===== src/rtl/tdc_hit_collect_if.sv =====
// ---------------------------------------------------------------------------
// tdc_hit_collect_if
// Bus bundle between the edge-sum blocks / event consumer and tdc_hit_collect.
//   i_sum        : per-block edge-position sums, block k in bits [16k+15:16k]
//   i_hit_valid  : one-cycle strobe, i_sum carries a hit result
//   o_data       : FIFO head event word {coarse, fine[18:0]}
//   o_valid      : FIFO head word is valid
//   i_ready      : consumer accepts o_data when o_valid && i_ready
//   o_drop_cnt   : saturating count of events lost to a full FIFO
//   o_fifo_level : current FIFO occupancy
// Modports: master = producer/consumer side, slave = tdc_hit_collect.
// ---------------------------------------------------------------------------
interface tdc_hit_collect_if #(
   parameter int unsigned NUM_BLK    = 4,
   parameter int unsigned COARSE_W   = 24,
   parameter int unsigned FIFO_DEPTH = 8
);
   localparam int unsigned SUM_W  = 16 * NUM_BLK;
   localparam int unsigned DATA_W = COARSE_W + 19;
   localparam int unsigned LVL_W  = $clog2(FIFO_DEPTH) + 1;

   logic [SUM_W-1:0]  i_sum;
   logic              i_hit_valid;
   logic [DATA_W-1:0] o_data;
   logic              o_valid;
   logic              i_ready;
   logic [15:0]       o_drop_cnt;
   logic [LVL_W-1:0]  o_fifo_level;

   modport master (
      output i_sum, i_hit_valid, i_ready,
      input  o_data, o_valid, o_drop_cnt, o_fifo_level
   );

   modport slave (
      input  i_sum, i_hit_valid, i_ready,
      output o_data, o_valid, o_drop_cnt, o_fifo_level
   );
endinterface


===== src/rtl/tdc_hit_collect.sv =====
// ---------------------------------------------------------------------------
// tdc_hit_collect
// Collects TDC hit results from NUM_BLK cascaded edge-sum blocks, stamps them
// with a latency-compensated coarse counter, adds the block sums into a
// 19-bit fine value and queues {coarse, fine} words in a first-word
// fall-through FIFO.  Hit-to-o_valid latency is three clock edges.
//
// Ports:
//   i_clk  : clock
//   i_rst  : asynchronous active-high reset
//   bus    : tdc_hit_collect_if.slave (i_sum, i_hit_valid, i_ready in;
//            o_data, o_valid, o_drop_cnt, o_fifo_level out)
//
// Parameters:
//   NUM_BLK    : number of edge-sum blocks (2, 4 or 8)
//   COARSE_W   : coarse counter width
//   LAT_COMP   : upstream latency subtracted from the coarse stamp
//   FIFO_DEPTH : output FIFO depth (power of 2, >= 2)
//
// Build option:
//   TDC_COLLECT_ZERO_SUPPRESS_EN : when defined, events whose fine value is
//   zero are dropped at stage 2 (not written, not counted as drops).
// ---------------------------------------------------------------------------
module tdc_hit_collect #(
   parameter int unsigned NUM_BLK    = 4,
   parameter int unsigned COARSE_W   = 24,
   parameter int unsigned LAT_COMP   = 9,
   parameter int unsigned FIFO_DEPTH = 8
) (
   input  logic             i_clk,
   input  logic             i_rst,
   tdc_hit_collect_if.slave bus
);

   localparam int unsigned BLK_W  = 16;
   localparam int unsigned SUM_W  = BLK_W * NUM_BLK;
   localparam int unsigned FINE_W = 19;
   localparam int unsigned DATA_W = COARSE_W + FINE_W;
   localparam int unsigned AW     = $clog2(FIFO_DEPTH);
   localparam int unsigned PW     = AW + 1;
   localparam int unsigned DROP_W = 16;

   // Free-running coarse counter
   logic [COARSE_W-1:0] coarse_q;

   always_ff @(posedge i_clk or posedge i_rst) begin
      if (i_rst) coarse_q <= '0;
      else       coarse_q <= coarse_q + COARSE_W'(1);
   end

   // Stage 1: capture raw sums and the latency-compensated stamp
   logic                s1_valid_q;
   logic [SUM_W-1:0]    s1_sum_q;
   logic [COARSE_W-1:0] s1_coarse_q;

   always_ff @(posedge i_clk or posedge i_rst) begin
      if (i_rst) begin
         s1_valid_q  <= 1'b0;
         s1_sum_q    <= '0;
         s1_coarse_q <= '0;
      end else begin
         s1_valid_q <= bus.i_hit_valid;
         if (bus.i_hit_valid) begin
            s1_sum_q    <= bus.i_sum;
            s1_coarse_q <= coarse_q - COARSE_W'(LAT_COMP);
         end
      end
   end

   // Fine value: 8 x 16-bit sums fit in 19 bits, so no truncation can occur
   logic [FINE_W-1:0] fine_c;

   always_comb begin
      fine_c = '0;
      for (int unsigned k = 0; k < NUM_BLK; k++) begin
         fine_c = fine_c + FINE_W'(s1_sum_q[BLK_W*k +: BLK_W]);
      end
   end

   // Stage 2: event word ready for the FIFO
   logic              s2_valid_q;
   logic [DATA_W-1:0] s2_word_q;
   logic              s2_keep_c;

`ifdef TDC_COLLECT_ZERO_SUPPRESS_EN
   assign s2_keep_c = s1_valid_q && (fine_c != '0);
`else
   assign s2_keep_c = s1_valid_q;
`endif

   always_ff @(posedge i_clk or posedge i_rst) begin
      if (i_rst) begin
         s2_valid_q <= 1'b0;
         s2_word_q  <= '0;
      end else begin
         s2_valid_q <= s2_keep_c;
         if (s1_valid_q) s2_word_q <= {s1_coarse_q, fine_c};
      end
   end

   // FIFO storage and pointers (extra MSB distinguishes full from empty)
   logic [DATA_W-1:0] mem [FIFO_DEPTH];
   logic [PW-1:0]     wr_ptr_q;
   logic [PW-1:0]     rd_ptr_q;
   logic              valid_q;
   logic [DATA_W-1:0] data_q;
   logic [PW-1:0]     level_q;
   logic [DROP_W-1:0] drop_q;

   logic              empty_c;
   logic              full_c;
   logic              pop_c;
   logic              push_c;
   logic              drop_c;
   logic [PW-1:0]     wr_ptr_nx_c;
   logic [PW-1:0]     rd_ptr_nx_c;
   logic [PW-1:0]     level_nx_c;
   logic [DATA_W-1:0] head_nx_c;

   always_comb begin
      empty_c = (wr_ptr_q == rd_ptr_q);
      full_c  = (wr_ptr_q[AW-1:0] == rd_ptr_q[AW-1:0]) &&
                (wr_ptr_q[AW] != rd_ptr_q[AW]);
      pop_c   = !empty_c && bus.i_ready;
      // A full FIFO still accepts a write if the head leaves on the same edge
      push_c  = s2_valid_q && (!full_c || pop_c);
      drop_c  = s2_valid_q && full_c && !pop_c;

      wr_ptr_nx_c = wr_ptr_q + PW'(push_c);
      rd_ptr_nx_c = rd_ptr_q + PW'(pop_c);
      level_nx_c  = wr_ptr_nx_c - rd_ptr_nx_c;

      // New head is the word being written when it lands in the head slot
      if (push_c && (rd_ptr_nx_c == wr_ptr_q)) head_nx_c = s2_word_q;
      else                                      head_nx_c = mem[rd_ptr_nx_c[AW-1:0]];
   end

   // Storage array needs no reset; validity comes from the pointers
   always_ff @(posedge i_clk) begin
      if (push_c) mem[wr_ptr_q[AW-1:0]] <= s2_word_q;
   end

   always_ff @(posedge i_clk or posedge i_rst) begin
      if (i_rst) begin
         wr_ptr_q <= '0;
         rd_ptr_q <= '0;
         valid_q  <= 1'b0;
         data_q   <= '0;
         level_q  <= '0;
         drop_q   <= '0;
      end else begin
         wr_ptr_q <= wr_ptr_nx_c;
         rd_ptr_q <= rd_ptr_nx_c;
         valid_q  <= (level_nx_c != '0);
         level_q  <= level_nx_c;
         // o_data holds its last value while the FIFO is empty
         if (level_nx_c != '0) data_q <= head_nx_c;
         if (drop_c && (drop_q != {DROP_W{1'b1}})) drop_q <= drop_q + DROP_W'(1);
      end
   end

   assign bus.o_valid      = valid_q;
   assign bus.o_data       = data_q;
   assign bus.o_fifo_level = level_q;
   assign bus.o_drop_cnt   = drop_q;

endmodule


===== src/flat_wrapper.sv =====
// flat-port wrapper written by rule: the top's interface ports become plain ports
module tdc_hit_collect_flat 
#(
   parameter int unsigned NUM_BLK    = 4,
   parameter int unsigned COARSE_W   = 24,
   parameter int unsigned LAT_COMP   = 9,
   parameter int unsigned FIFO_DEPTH = 8
)
  (i_clk, i_rst, bus_i_sum, bus_i_hit_valid, bus_i_ready, bus_o_data, bus_o_valid, bus_o_drop_cnt, bus_o_fifo_level);
  tdc_hit_collect_if #(.NUM_BLK(NUM_BLK), .COARSE_W(COARSE_W), .FIFO_DEPTH(FIFO_DEPTH)) bus_i ();
  input  logic i_clk;
  input  logic i_rst;
  input wire logic [$bits(bus_i.i_sum)-1:0] bus_i_sum;
  input wire logic [$bits(bus_i.i_hit_valid)-1:0] bus_i_hit_valid;
  input wire logic [$bits(bus_i.i_ready)-1:0] bus_i_ready;
  output wire logic [$bits(bus_i.o_data)-1:0] bus_o_data;
  output wire logic [$bits(bus_i.o_valid)-1:0] bus_o_valid;
  output wire logic [$bits(bus_i.o_drop_cnt)-1:0] bus_o_drop_cnt;
  output wire logic [$bits(bus_i.o_fifo_level)-1:0] bus_o_fifo_level;
  assign bus_i.i_sum = bus_i_sum;
  assign bus_i.i_hit_valid = bus_i_hit_valid;
  assign bus_i.i_ready = bus_i_ready;
  assign bus_o_data = bus_i.o_data;
  assign bus_o_valid = bus_i.o_valid;
  assign bus_o_drop_cnt = bus_i.o_drop_cnt;
  assign bus_o_fifo_level = bus_i.o_fifo_level;
  tdc_hit_collect #(.NUM_BLK(NUM_BLK), .COARSE_W(COARSE_W), .LAT_COMP(LAT_COMP), .FIFO_DEPTH(FIFO_DEPTH)) u_core (.i_clk(i_clk), .i_rst(i_rst), .bus(bus_i));
endmodule

===== config.mk =====
export PLATFORM = sky130hd
export DESIGN_NAME = tdc_hit_collect_flat
export DESIGN_NICKNAME = d
export VERILOG_FILES = /design/src/rtl/tdc_hit_collect_if.sv /design/src/rtl/tdc_hit_collect.sv /design/src/flat_wrapper.sv
export SDC_FILE = /design/constraint.sdc
export NUM_CORES = 1
export LEC_CHECK = 0
export CORE_MARGIN = 3
export CORE_UTILIZATION = 40
export CTS_CLUSTER_DIAMETER = 150
export CTS_CLUSTER_SIZE = 30
export DETAILED_ROUTE_END_ITERATION = 6
export SYNTH_ARGS = -nofsm -noshare
export SYNTH_HDL_FRONTEND = slang
export SYNTH_SLANG_ARGS = --single-unit

===== constraint.sdc =====
create_clock -name i_clk -period 9.3 [get_ports i_clk]
set_clock_uncertainty 0.15 [all_clocks]
set_input_delay 1.86 -clock i_clk [delete_from_list [all_inputs] [get_ports i_clk]]
set_output_delay 1.86 -clock i_clk [all_outputs]
set_load 0.005 [all_outputs]

==> flow_summary.yaml <==
pwr:
  p_comb_share_pct: 44.9
  vdd_ir_drop_max_v: 0.000293
  p_int_w: 0.00583
  cellLeakagePower_nw: 10.3
  powerDensity_nw_per_um2: 322
  p_sw_w: 0.00291
  swShare_pct: 33.3
  p_clk_share_pct: 13.9
  power_frac_seq_pct: 41.2
yosys:
  synthTopCellsByArea: "edfxtp_1 (41%), dfrtp_1 (23%), mux4_2 (7.8%), mux2_2 (3.3%), mux2_4 (2.4%)"
  async_flop_share_pct: 40.3
  ys_seq_elements: 563
  synth_area_sq_um: 24400
  synth_edf_count: 336
  yosysWarnings: 0
  synth_top_cell_by_area: "edfxtp_1"
  yosysMostFrequentCell: "edfxtp_1"
  synth_cell_types: 65
  ys_seq_area_share_pct: 64.7
  syn_nets: 1718
  synth_common_cells: "edfxtp_1 (336), dfrtp_1 (227), nand2_1 (104), inv_1 (94), o21ai_0 (91)"
  synth_cells: 1589
  synth_top_area_share_pct: 41.4
  ys.flop_type: "edfxtp_1"
  avgSynthCellArea_sq_um: 15.3
timing:
  hold_viol: 0
  setup_viol: 0
  max_slew_margin_pct: 33.2
  fin_tns_setup_ns: 0
  worst_pin_slew_ns: 0.996
  fmax_mhz: 170
  rsz0062_at_grt: "no"
  fin_crit_ns: 5.90
  fin_crit_sh_pct: 63.4
  finalMaxSlewViolations: 0
clocking:
  cts_hold_buf: 0
  h-tree-depth: 1
  post_cts_buffers: 0
  clock_latency_ns: 0.58
  cts_made_buffers: 22
  cts_tree: "built"
  post_cts_resized: 0
  clkSlewWorstSetupHoldPaths_ns: 0.11
  cts_buffer_depth: 3
  clock-sinks: 563
  cts_root_buffer: "clkbuf_16"
placement:
  dp_hpwl_microns: 30100
  io_buffers: 130
  place.gp.congestion: 0.774
detailed_routing:
  drc: 0
  drt-initial-drc-count: 876
  final_antenna_net_count: 0
  dr.pass1.iters: 5
  wl_per_cell_microns: 20.1
  avgViaCountPerCell: 5.28
  vias: 13044
  wirelength_microns: 49800
floorplan:
  start_util_pct: 40.9
  rows: 89
  core_region_area_sq_um: 59700
  die_y_microns: 253
  die_w_microns: 253
  ios: 132
  dieArea_sq_um: 64000
global_route:
  antenna_found_initial: 0
  grt_max_degree: 118
  grt_pass1_vias: 13388
  overflow: 0
  grtUsageTotal_pct: 15.6
  grt_pass1_wl_microns: 78400
critical_path:
  cp_top_family: "adder cells"
  critical_path.max_fanout: 47
  cp_data_arrival_time_ns: 6.21
  critPathKind: "in -> reg"
  cp.required_ns: 9.61
  crit_chain: "clkdlybuf4s50_1 > a21boi_0 > ha_2 > ha_4 > inv_1 > ha_1 > a21o_1 > a21oi_1 > xnor3_1 > or4b_4 > mux2_2"
  cp_slowest_stage_delay_ns: 0.89
  path_buf_inv: 2
  cp_slowest_cell: "or4b_4"
  end_kind: "register"
  critPathLaunchType: "input pin"
worst_hold_path:
  hold_path.class: "reg -> reg"
final_layout:
  antenna_cells: 0
  area_growth_pct: 11.4
  post-route-util_pct: 45.5
  finalNetCount: 1813
  layout-drive-gt1-share_pct: 14.9
  multi_input_area_sq_um: 8000
  fillers: 5269
  register_area_sq_um: 15800
run_status:
  status: "finished clean"
run:
  maxCapViolCount: 0
flip-flops by register name, summed over array words and instances (netlist names):
signal and count:
u_core.s2_valid_q 1, u_core.bus.o_drop_cnt 16, u_core.bus.o_valid 1, u_core.bus.o_fifo_level 4, u_core.s1_sum_q 64, u_core.coarse_q 24
u_core.mem 336, u_core.s1_valid_q 1, u_core.rd_ptr_q 4, u_core.bus.o_data 42, u_core.s2_word_q 42, u_core.s1_coarse_q 24
u_core.wr_ptr_q 4
metrics by stage:
stage | std cells | cell area [sq um] | setup slack, ns | total power (W) | hold WS, ns
after floorplan | 1589 | 24400 | 1.07 | 0.00655 | 0.222
after global placement | 2433 | 26500 | 2.77 | 0.00756 | 0.324
after detailed placement | 2433 | 26500 | 2.68 | 0.00766 | 0.329
after CTS | 2472 | 27200 | 3.30 | 0.00887 | 0.348
after global routing | 2472 | 27200 | 3.11 | 0.00928 | 0.373
final | 2472 | 27200 | 3.40 | 0.00874 | 0.339
kinds of logic (layout without fill, tap and decap cells):
kind of cell	after synthesis	in the layout	synth area share (%)
AOI/OAI and AO/OA	207	207	5.16
xor gates and xnor gates	86	86	3.20
buffers and inverters	170	280	2.91
adders and majority gates	61	61	3.72
other	1	1	0.0154
muxes	236	236	15.2
and+or+nand+nor	265	265	5.16
DFF	563	563	64.7
final timing paths:
kind	startpoint	end	slack, ns	depth (start not counted)
setup / recovery	bus_i_ready	u_core.bus.o_data[39]	3.40	11
hold / removal	u_core.coarse_q[23]	u_core.coarse_q[23]	0.34	1
setup reg to reg	u_core.wr_ptr_q[2]	u_core.bus.o_data[39]	3.97	12
hold reg to reg	u_core.coarse_q[23]	u_core.coarse_q[23]	0.34	1
max in group asynchronous	i_rst	u_core.coarse_q[15]	5.88	3
min in group asynchronous	i_rst	u_core.s2_word_q[39]	1.68	2
power groups by stage:
| stage | logic (W) | clock network, W | registers (W) |
|---|---|---|---|
| 3_3_place_gp | 0.00393 | 0 | 0.00363 |
| 2_1_floorplan | 0.00302 | 0 | 0.00353 |
| 6_report | 0.00392 | 0.00122 | 0.00360 |
| 3_5_place_dp | 0.00400 | 0 | 0.00366 |
| 5_1_grt | 0.00428 | 0.00134 | 0.00366 |
| 4_1_cts | 0.00400 | 0.00126 | 0.00361 |
per-layer routing:
layer | global-route usage [%] | routed length (microns) | vias up
li1 | - | - | 6024
met1 | 22.8 | 23500 | 6731
met2 | 25.8 | 23700 | 249
met3 | 1.52 | 1920 | 40
met4 | 2.92 | 656 | 0
met5 | 0 | 0 | -
cells in the final DEF (no fill, tap or decap), types with 10 or more instances in the layout:
cell type        count
nor3_1              12
fa_1                19
mux4_2              84
ha_1                40
a21oi_1             45
mux2_4              39
buf_4               18
mux2i_1             42
dfrtp_1            226
and3_1              16
clkdlybuf4s50_1    129
xnor2_1             51
a21o_1              15
o21a_1              10
clkbuf_1            15
nand3_1             18
o21ai_0             91
nor2_1              52
inv_1               93
nand2_1            104
clkbuf_16           23
edfxtp_1           336
mux2_2              71
xor2_1              32
cell type report:
| cell class | instances | area share (%) |
|---|---|---|
| repair buffers | 147 | 5.25 |
| inverters | 94 | 1.33 |
| well taps | 773 | 3.56 |
| multi-input cells | 856 | 29.5 |
| flip-flops and latches | 563 | 58.1 |
| clock inverters | 1 | 0.0322 |
| clock buffers | 38 | 2.33 |
(Power assumes the default switching activity.)
